**src/rtl/fp16_div_iter_pkg.sv**
```systemverilog
// Shared FP16 divider definitions: field widths, the canonical quiet NaN,
// flag bit positions, FSM states and operand classes.
package fp16_pkg;

  localparam int EXP_W = 5;
  localparam int MAN_W = 10;
  localparam int BIAS  = 15;

  localparam logic [15:0] QNAN = 16'h7E00;

  localparam int FLG_INVALID = 4;
  localparam int FLG_DBZ     = 3;
  localparam int FLG_OVF     = 2;
  localparam int FLG_UNF     = 1;
  localparam int FLG_INX     = 0;

  // cnt value of the final restoring-division iteration (13 iterations total)
  localparam logic [3:0] LAST_ITER = 4'd12;

  typedef enum logic [1:0] {
    IDLE  = 2'd0,
    DIV   = 2'd1,
    ROUND = 2'd2
  } state_t;

  typedef enum logic [1:0] {
    ZERO = 2'd0,
    NORM = 2'd1,
    INF  = 2'd2,
    NAN  = 2'd3
  } op_class_t;

endpackage

```
**src/rtl/fp16_div_iter_if.sv**
```systemverilog
// en/valid handshake bundle of the iterative FP16 divider.
interface fp16_div_iter_if;
  logic        en;
  logic [15:0] a;
  logic [15:0] b;
  logic        ready;
  logic [15:0] result;
  logic        valid;
  logic [4:0]  flags;

  modport master (output en, a, b, input ready, result, valid, flags);
  modport slave  (input en, a, b, output ready, result, valid, flags);
endinterface

```
**src/rtl/fp16_div_iter_classify.sv**
```systemverilog
// Combinational FP16 operand decoder; denormals (exp==0) are treated as zero.
module fp16_classify
  import fp16_pkg::*;
(
  input  logic [15:0]      op,
  output op_class_t        cls,
  output logic             sign,
  output logic [EXP_W-1:0] exp,
  output logic [MAN_W:0]   man
);

  // Split the fields and derive the operand class
  always_comb begin
    sign = op[15];
    exp  = op[14:10];
    man  = {1'b1, op[9:0]};
    if (op[14:10] == 5'd0) begin
      cls = ZERO;
    end else if (op[14:10] != 5'h1F) begin
      cls = NORM;
    end else if (op[9:0] == 10'd0) begin
      cls = INF;
    end else begin
      cls = NAN;
    end
  end

endmodule

```
**src/rtl/fp16_div_iter.sv**
```systemverilog
// Iterative FP16 divider: 13-cycle radix-2 restoring mantissa division,
// then round-to-nearest-even and packing, one result every 15 cycles.
module fp16_div_iter
  import fp16_pkg::*;
(
  input  logic           clk,
  input  logic           rst,
  fp16_div_iter_if.slave bus
);

  state_t           state_r;
  logic [3:0]       cnt_r;
  logic [12:0]      q_r;
  logic [11:0]      rem_r;
  logic [MAN_W:0]   mb_r;
  logic [EXP_W-1:0] ea_r, eb_r;
  logic             sign_r;
  op_class_t        cls_a_r, cls_b_r;
  logic [15:0]      result_r;
  logic [4:0]       flags_r;
  logic             valid_r, ready_r;

  op_class_t        cls_a_s, cls_b_s;
  logic             sign_a_s, sign_b_s;
  logic [EXP_W-1:0] exp_a_s, exp_b_s;
  logic [MAN_W:0]   man_a_s, man_b_s;

  logic             ge_s;
  logic [11:0]      diff_s;
  logic [9:0]       man_s, man_fin_s;
  logic [10:0]      man_rnd_s;
  logic             guard_s, sticky_s, round_up_s;
  logic signed [6:0] exp_s, exp_rnd_s;
  logic [15:0]      res_s;
  logic [4:0]       flg_s;

  fp16_classify u_cls_a (.op(bus.a), .cls(cls_a_s), .sign(sign_a_s), .exp(exp_a_s), .man(man_a_s));
  fp16_classify u_cls_b (.op(bus.b), .cls(cls_b_s), .sign(sign_b_s), .exp(exp_b_s), .man(man_b_s));

  // One restoring step: the remainder always stays below 2*Mb, so 12 bits suffice
  always_comb begin
    ge_s   = (rem_r >= {1'b0, mb_r});
    diff_s = rem_r;
    if (ge_s) begin
      diff_s = rem_r - {1'b0, mb_r};
    end else begin
      diff_s = rem_r;
    end
  end

  // Normalise the quotient, pick guard/sticky and round to nearest-even
  always_comb begin
    man_s    = 10'd0;
    guard_s  = 1'b0;
    sticky_s = 1'b0;
    exp_s    = 7'sd0;
    if (q_r[12]) begin
      man_s    = q_r[11:2];
      guard_s  = q_r[1];
      sticky_s = q_r[0] | (rem_r != 12'd0);
      exp_s    = {2'b00, ea_r} - {2'b00, eb_r} + 7'(BIAS);
    end else begin
      man_s    = q_r[10:1];
      guard_s  = q_r[0];
      sticky_s = (rem_r != 12'd0);
      exp_s    = {2'b00, ea_r} - {2'b00, eb_r} + 7'(BIAS - 1);
    end
    round_up_s = guard_s & (sticky_s | man_s[0]);
    man_rnd_s  = {1'b0, man_s} + {10'd0, round_up_s};
    if (man_rnd_s[10]) begin
      man_fin_s = 10'd0;
      exp_rnd_s = exp_s + 7'sd1;
    end else begin
      man_fin_s = man_rnd_s[9:0];
      exp_rnd_s = exp_s;
    end
  end

  // Special operands override the arithmetic, in priority order
  always_comb begin
    res_s = 16'h0000;
    flg_s = 5'h00;
    if ((cls_a_r == NAN) || (cls_b_r == NAN) ||
        ((cls_a_r == ZERO) && (cls_b_r == ZERO)) ||
        ((cls_a_r == INF) && (cls_b_r == INF))) begin
      res_s = QNAN;
      flg_s[FLG_INVALID] = 1'b1;
    end else if (cls_a_r == INF) begin
      res_s = {sign_r, 5'h1F, 10'h000};
    end else if (cls_b_r == INF) begin
      res_s = {sign_r, 15'h0000};
    end else if (cls_b_r == ZERO) begin
      res_s = {sign_r, 5'h1F, 10'h000};
      flg_s[FLG_DBZ] = 1'b1;
    end else if (cls_a_r == ZERO) begin
      res_s = {sign_r, 15'h0000};
    end else if (exp_rnd_s >= 7'sd31) begin
      res_s = {sign_r, 5'h1F, 10'h000};
      flg_s[FLG_OVF] = 1'b1;
      flg_s[FLG_INX] = 1'b1;
    end else if (exp_rnd_s <= 7'sd0) begin
      res_s = {sign_r, 15'h0000};
      flg_s[FLG_UNF] = 1'b1;
      flg_s[FLG_INX] = 1'b1;
    end else begin
      res_s = {sign_r, exp_rnd_s[4:0], man_fin_s};
      flg_s[FLG_INX] = guard_s | sticky_s;
    end
  end

  // Control FSM with the iteration datapath and registered outputs
  always_ff @(posedge clk) begin
    if (rst) begin
      state_r  <= IDLE;
      ready_r  <= 1'b1;
      valid_r  <= 1'b0;
      result_r <= 16'h0000;
      flags_r  <= 5'h00;
      cnt_r    <= 4'd0;
      q_r      <= 13'd0;
      rem_r    <= 12'd0;
      mb_r     <= 11'd0;
      ea_r     <= 5'd0;
      eb_r     <= 5'd0;
      sign_r   <= 1'b0;
      cls_a_r  <= ZERO;
      cls_b_r  <= ZERO;
    end else begin
      valid_r <= 1'b0;
      case (state_r)
        IDLE: begin
          if (bus.en) begin
            cls_a_r <= cls_a_s;
            cls_b_r <= cls_b_s;
            sign_r  <= sign_a_s ^ sign_b_s;
            ea_r    <= exp_a_s;
            eb_r    <= exp_b_s;
            mb_r    <= man_b_s;
            rem_r   <= {1'b0, man_a_s};
            q_r     <= 13'd0;
            cnt_r   <= 4'd0;
            ready_r <= 1'b0;
            state_r <= DIV;
          end
        end
        DIV: begin
          q_r   <= {q_r[11:0], ge_s};
          rem_r <= diff_s << 1;
          cnt_r <= cnt_r + 4'd1;
          if (cnt_r == LAST_ITER) begin
            state_r <= ROUND;
          end
        end
        ROUND: begin
          result_r <= res_s;
          flags_r  <= flg_s;
          valid_r  <= 1'b1;
          ready_r  <= 1'b1;
          state_r  <= IDLE;
        end
        default: begin
          ready_r <= 1'b1;
          state_r <= IDLE;
        end
      endcase
    end
  end

  assign bus.ready  = ready_r;
  assign bus.valid  = valid_r;
  assign bus.result = result_r;
  assign bus.flags  = flags_r;

endmodule
```
**src/flat_wrapper.sv**
```systemverilog
// flat-port wrapper written by rule: the top's interface ports become plain ports
module fp16_div_iter_flat import fp16_pkg::*;
  (clk, rst, bus_en, bus_a, bus_b, bus_ready, bus_result, bus_valid, bus_flags);
  fp16_div_iter_if bus_i ();
  input  logic clk;
  input  logic rst;
  input wire logic [$bits(bus_i.en)-1:0] bus_en;
  input wire logic [$bits(bus_i.a)-1:0] bus_a;
  input wire logic [$bits(bus_i.b)-1:0] bus_b;
  output wire logic [$bits(bus_i.ready)-1:0] bus_ready;
  output wire logic [$bits(bus_i.result)-1:0] bus_result;
  output wire logic [$bits(bus_i.valid)-1:0] bus_valid;
  output wire logic [$bits(bus_i.flags)-1:0] bus_flags;
  assign bus_i.en = bus_en;
  assign bus_i.a = bus_a;
  assign bus_i.b = bus_b;
  assign bus_ready = bus_i.ready;
  assign bus_result = bus_i.result;
  assign bus_valid = bus_i.valid;
  assign bus_flags = bus_i.flags;
  fp16_div_iter u_core (.clk(clk), .rst(rst), .bus(bus_i));
endmodule
```
**config.mk**
```make
export PLATFORM = sky130hd
export DESIGN_NAME = fp16_div_iter_flat
export DESIGN_NICKNAME = d
export VERILOG_FILES = /design/src/rtl/fp16_div_iter_pkg.sv /design/src/rtl/fp16_div_iter_if.sv /design/src/rtl/fp16_div_iter_classify.sv /design/src/rtl/fp16_div_iter.sv /design/src/flat_wrapper.sv
export SDC_FILE = /design/constraint.sdc
export NUM_CORES = 1
export LEC_CHECK = 0
export BUFFER_PORTS_ARGS = -buffer_cell sky130_fd_sc_hd__buf_4
export CORE_ASPECT_RATIO = 0.5
export CORE_UTILIZATION = 33
export DETAILED_ROUTE_END_ITERATION = 10
export SLEW_MARGIN = 15
export SYNTH_ARGS = -nofsm -noshare
export SYNTH_HDL_FRONTEND = slang
export SYNTH_SLANG_ARGS = --single-unit
```
**constraint.sdc**
```tcl
create_clock -name clk -period 9.49 [get_ports clk]
set_input_delay 0.4745 -clock clk [delete_from_list [all_inputs] [get_ports clk]]
set_output_delay 0.4745 -clock clk [all_outputs]
set_load 0.1 [all_outputs]
```
==> results.md <==
* Fmax at about 250 MHz
* Arr. time, crit path at 4210 ps
* CP required at 9760 ps
* Sequential share of the synthesized area at 0.339
* Ys async rst share at 0
* Post-synth EDFFs at 0
* IO Count at 58
* Seq pwr share at 0.351
* Port bufs at 57
* Reg clk slew, reported paths at 60 ps
* Pre-CTS setup slack at 5610 ps
* Die height at 86.6 um
* Slew margin rel. at 0.335
* CTS Sinks at 80
* Unrepaired setup endpoints after global routing: no
* Final hold slack at 391 ps
* Status: finished, final reports clean
* CP startpoint kind: flip-flop
* Post-synth top area cell: dfxtp_1
* Routability cong. at 0.905
* Final HPWL DP at 8700 um
* Via Count at 4247
* Insertion delay to the later sink of the worst-skew pair at 340 ps
* Syn Nets at 647
* Grt total ovfl at 0
* Leakage at about 2.2 nW
* Yosys reg bits at 80
* Vias in the first global route at 3976
* Total core area at 13800 um2
* Final-report hold violation count at 0
* Crit. End Element: flip-flop
* Slowest-stage cell, CP: dfxtp_1
* NetSw at 0.322 mW
* Synthesized instance count at 586
* Post-CTS resize count at 0
* First-pass DRT Iterations at 4
* Number of fill cells at about 1400
* Clock Power Share at 0.361
* CTS Root Cell: clkbuf_16
* Critical path class: flip-flop to flip-flop
* Max-cap viol count at 0
* Final wirelength at 11800 um
* FP Rows at 30
* Net Sw Frac at 0.310
* Post-CTS Setup Repair Bufs at 0
* Total number of H-tree levels at 3
* Post-route ant nets at 0
* Hold WC Path Type: input pin to flip-flop
* Die Area at 14800 um2
* Hold Buf Count CTS at 0
* PwrDens at 185 nW/um2
* Multi-input logic area at between 2000 and 3000 um2
* Largest net degree at the start of global routing at between 50 and 60
* Logic gate share of total power at 0.288
* Crit-path max FO at 15
* Main area contributors after synthesis: dfxtp_1 (34%), nand2_1 (7.8%), ha_1 (6.4%), a21oi_1 (5.4%), mux2i_1 (3.6%)
* Number of buffers created by CTS at 9
* Mean Syn Cell Area at 8.06 um2
* Final Max Slew Viols at 0
* Gr usage total at 0.167
* Top-area cell type share of the netlist area at 0.339
* Setup ws final at between 5000 and 6000 ps
* Worst path bufs/invs at 0
* Initial DRC Count at between 200 and 250
* Final core utilization at 0.407
* Final Skew at 6.52 ps
* Cell internal pwr at 0.718 mW
* Area growth, synth to finish at 18.8%
* Non-filler cells, final at roughly 820
* Minimum clock period at 3940 ps
* CTS tree: yes
* Nets at 688
* CP cell instances: nand2_1 > nand4_1 > o22a_1 > ha_1 > ha_1 > nand2_1 > a2111oi_4 > and3_1 > nand3_1 > o211a_1 > a31oi_2 > nand3_2 > o21ai_1
* First-pass GRT wire length at ~20000 um
* Reg area at 1600 um2
* Final period utilization at 0.415
* YS warnings at 0
* Top FF cell, synth: dfxtp_1
* Sum of negative setup slack at 0 ps
* Worst IR Drop VDD at 0.0720 mV
* CP max stage delay at 650 ps
* CP top delay family: compound AO/OA/AOI/OAI gates
* Initial antenna violation count at 0
* Via density at 5.15
* Synth top cells by count: nand2_1 (98), dfxtp_1 (80), a21oi_1 (51)
* # DRC at 0
* Cell variety after synth at 68
* Mapped Area at 4730 um2
* Horiz. Die Dim at 171 um
* Initial core utilization at 0.343
* Worst-case clock buffer depth at 2
* Count leader, synth: nand2_1
* Drt wl/cell at 14.4 um
* Worst slew pin tran at 996 ps
* Setup Viol. Count Final at 0
* Share of layout cells above drive strength 1 at 0.152
* Placed Cells at 808
* N_diodes at 0
final timing paths:
| check | start | to | slack (ps) | cells past startpoint |
|---|---|---|---|---|
| hold reg to reg | u_core.bus.result[4] | u_core.bus.result[4] | 450 | 2 |
| setup / recovery | u_core.q_r[12] | u_core.bus.result[2] | 5550 | 13 |
| hold / removal | bus_b[2] | u_core.mb_r[2] | 390 | 3 |
| setup reg to reg | u_core.q_r[12] | u_core.bus.result[2] | 5550 | 13 |
worst register-to-register path, stage by stage, from the launching register on:
cell and delay (ps):
dfxtp_1 650, nand2_1 160, nand4_1 190, o22a_1 190, ha_1 230, ha_1 210
nand2_1 110, a2111oi_4 440, and3_1 390, nand3_1 210, o211a_1 380, a31oi_2 310
nand3_2 230, o21ai_1 170
power groups by stage:
stage | clock network [mW] | registers (mW) | logic [mW]
after floorplan | 0 | 0.370 | 0.229
after global placement | 0 | 0.372 | 0.293
after detailed placement | 0 | 0.372 | 0.295
after CTS | 0.384 | 0.365 | 0.298
after global routing | 0.397 | 0.367 | 0.332
final | 0.375 | 0.365 | 0.299
metal layers:
metal / wire length (um) / vias up / GRT usage
li1: - / 2167 / -
met1: 5980 / 1991 / 0.226
met2: 5230 / 81 / 0.273
met3: 546 / 8 / 0.0406
met4: 80 / 0 / 0.0300
met5: 0 / - / 0
kinds of logic (layout without fill, tap and decap cells):
| group | after synthesis | in the layout | share of synthesized area |
|---|---|---|---|
| xor gates and xnor gates | 28 | 28 | 0.0582 |
| muxes | 19 | 19 | 0.0408 |
| DFF | 80 | 80 | 0.339 |
| adders and majority gates | 26 | 26 | 0.0720 |
| AOI/OAI and AO/OA | 151 | 151 | 0.216 |
| buffers and inverters | 63 | 109 | 0.0543 |
| and+or+nand+nor | 219 | 219 | 0.220 |
flip-flops by register name, summed over array words and instances (netlist names):
register	count
u_core.cls_a_r	2
u_core.bus.valid	1
u_core.q_r	13
u_core.eb_r	5
u_core.ea_r	5
u_core.sign_r	1
u_core.mb_r	11
u_core.cls_b_r	2
u_core.bus.ready	1
u_core.state_r	2
u_core.cnt_r	4
u_core.rem_r	12
u_core.bus.result	16
u_core.bus.flags	5
area by class of cell:
type / instances / share of cell area
Tap cell: 192 / 0.0428
Clock inverter: 5 / 0.0143
Sequential cell: 80 / 0.285
Timing Repair Buffer: 61 / 0.0816
Inverter: 32 / 0.0214
Multi-Input combinational cell: 443 / 0.511
Clock buffer: 11 / 0.0432
through the flow:
step | cell area, um2 | power [mW]
floorplan | 4730 | 0.600
global placement | 5290 | 0.664
detailed placement | 5290 | 0.668
CTS | 5610 | 1.05
global route | 5610 | 1.10
finish | 5610 | 1.04
cells in the final DEF, fill, tap and decap left out, types with 5 or more instances in the layout:
master and count:
xor2_1 12, a22o_1 13, nor3_1 13, o21ai_0 17, a21oi_1 51, dfxtp_1 80
a31o_2 6, a31oi_1 7, nand2b_1 9, nor2b_1 6, nand3_1 14, o21ai_1 9
ha_1 24, o21a_1 6, xnor2_1 14, buf_4 61, nor4_1 8, mux2i_1 17
nor2_1 37, nand4_1 8, a211oi_1 6, or4_1 5, inv_1 32, and3_1 5
clkbuf_16 9, nand2_1 98
(Power assumes the default switching activity.)
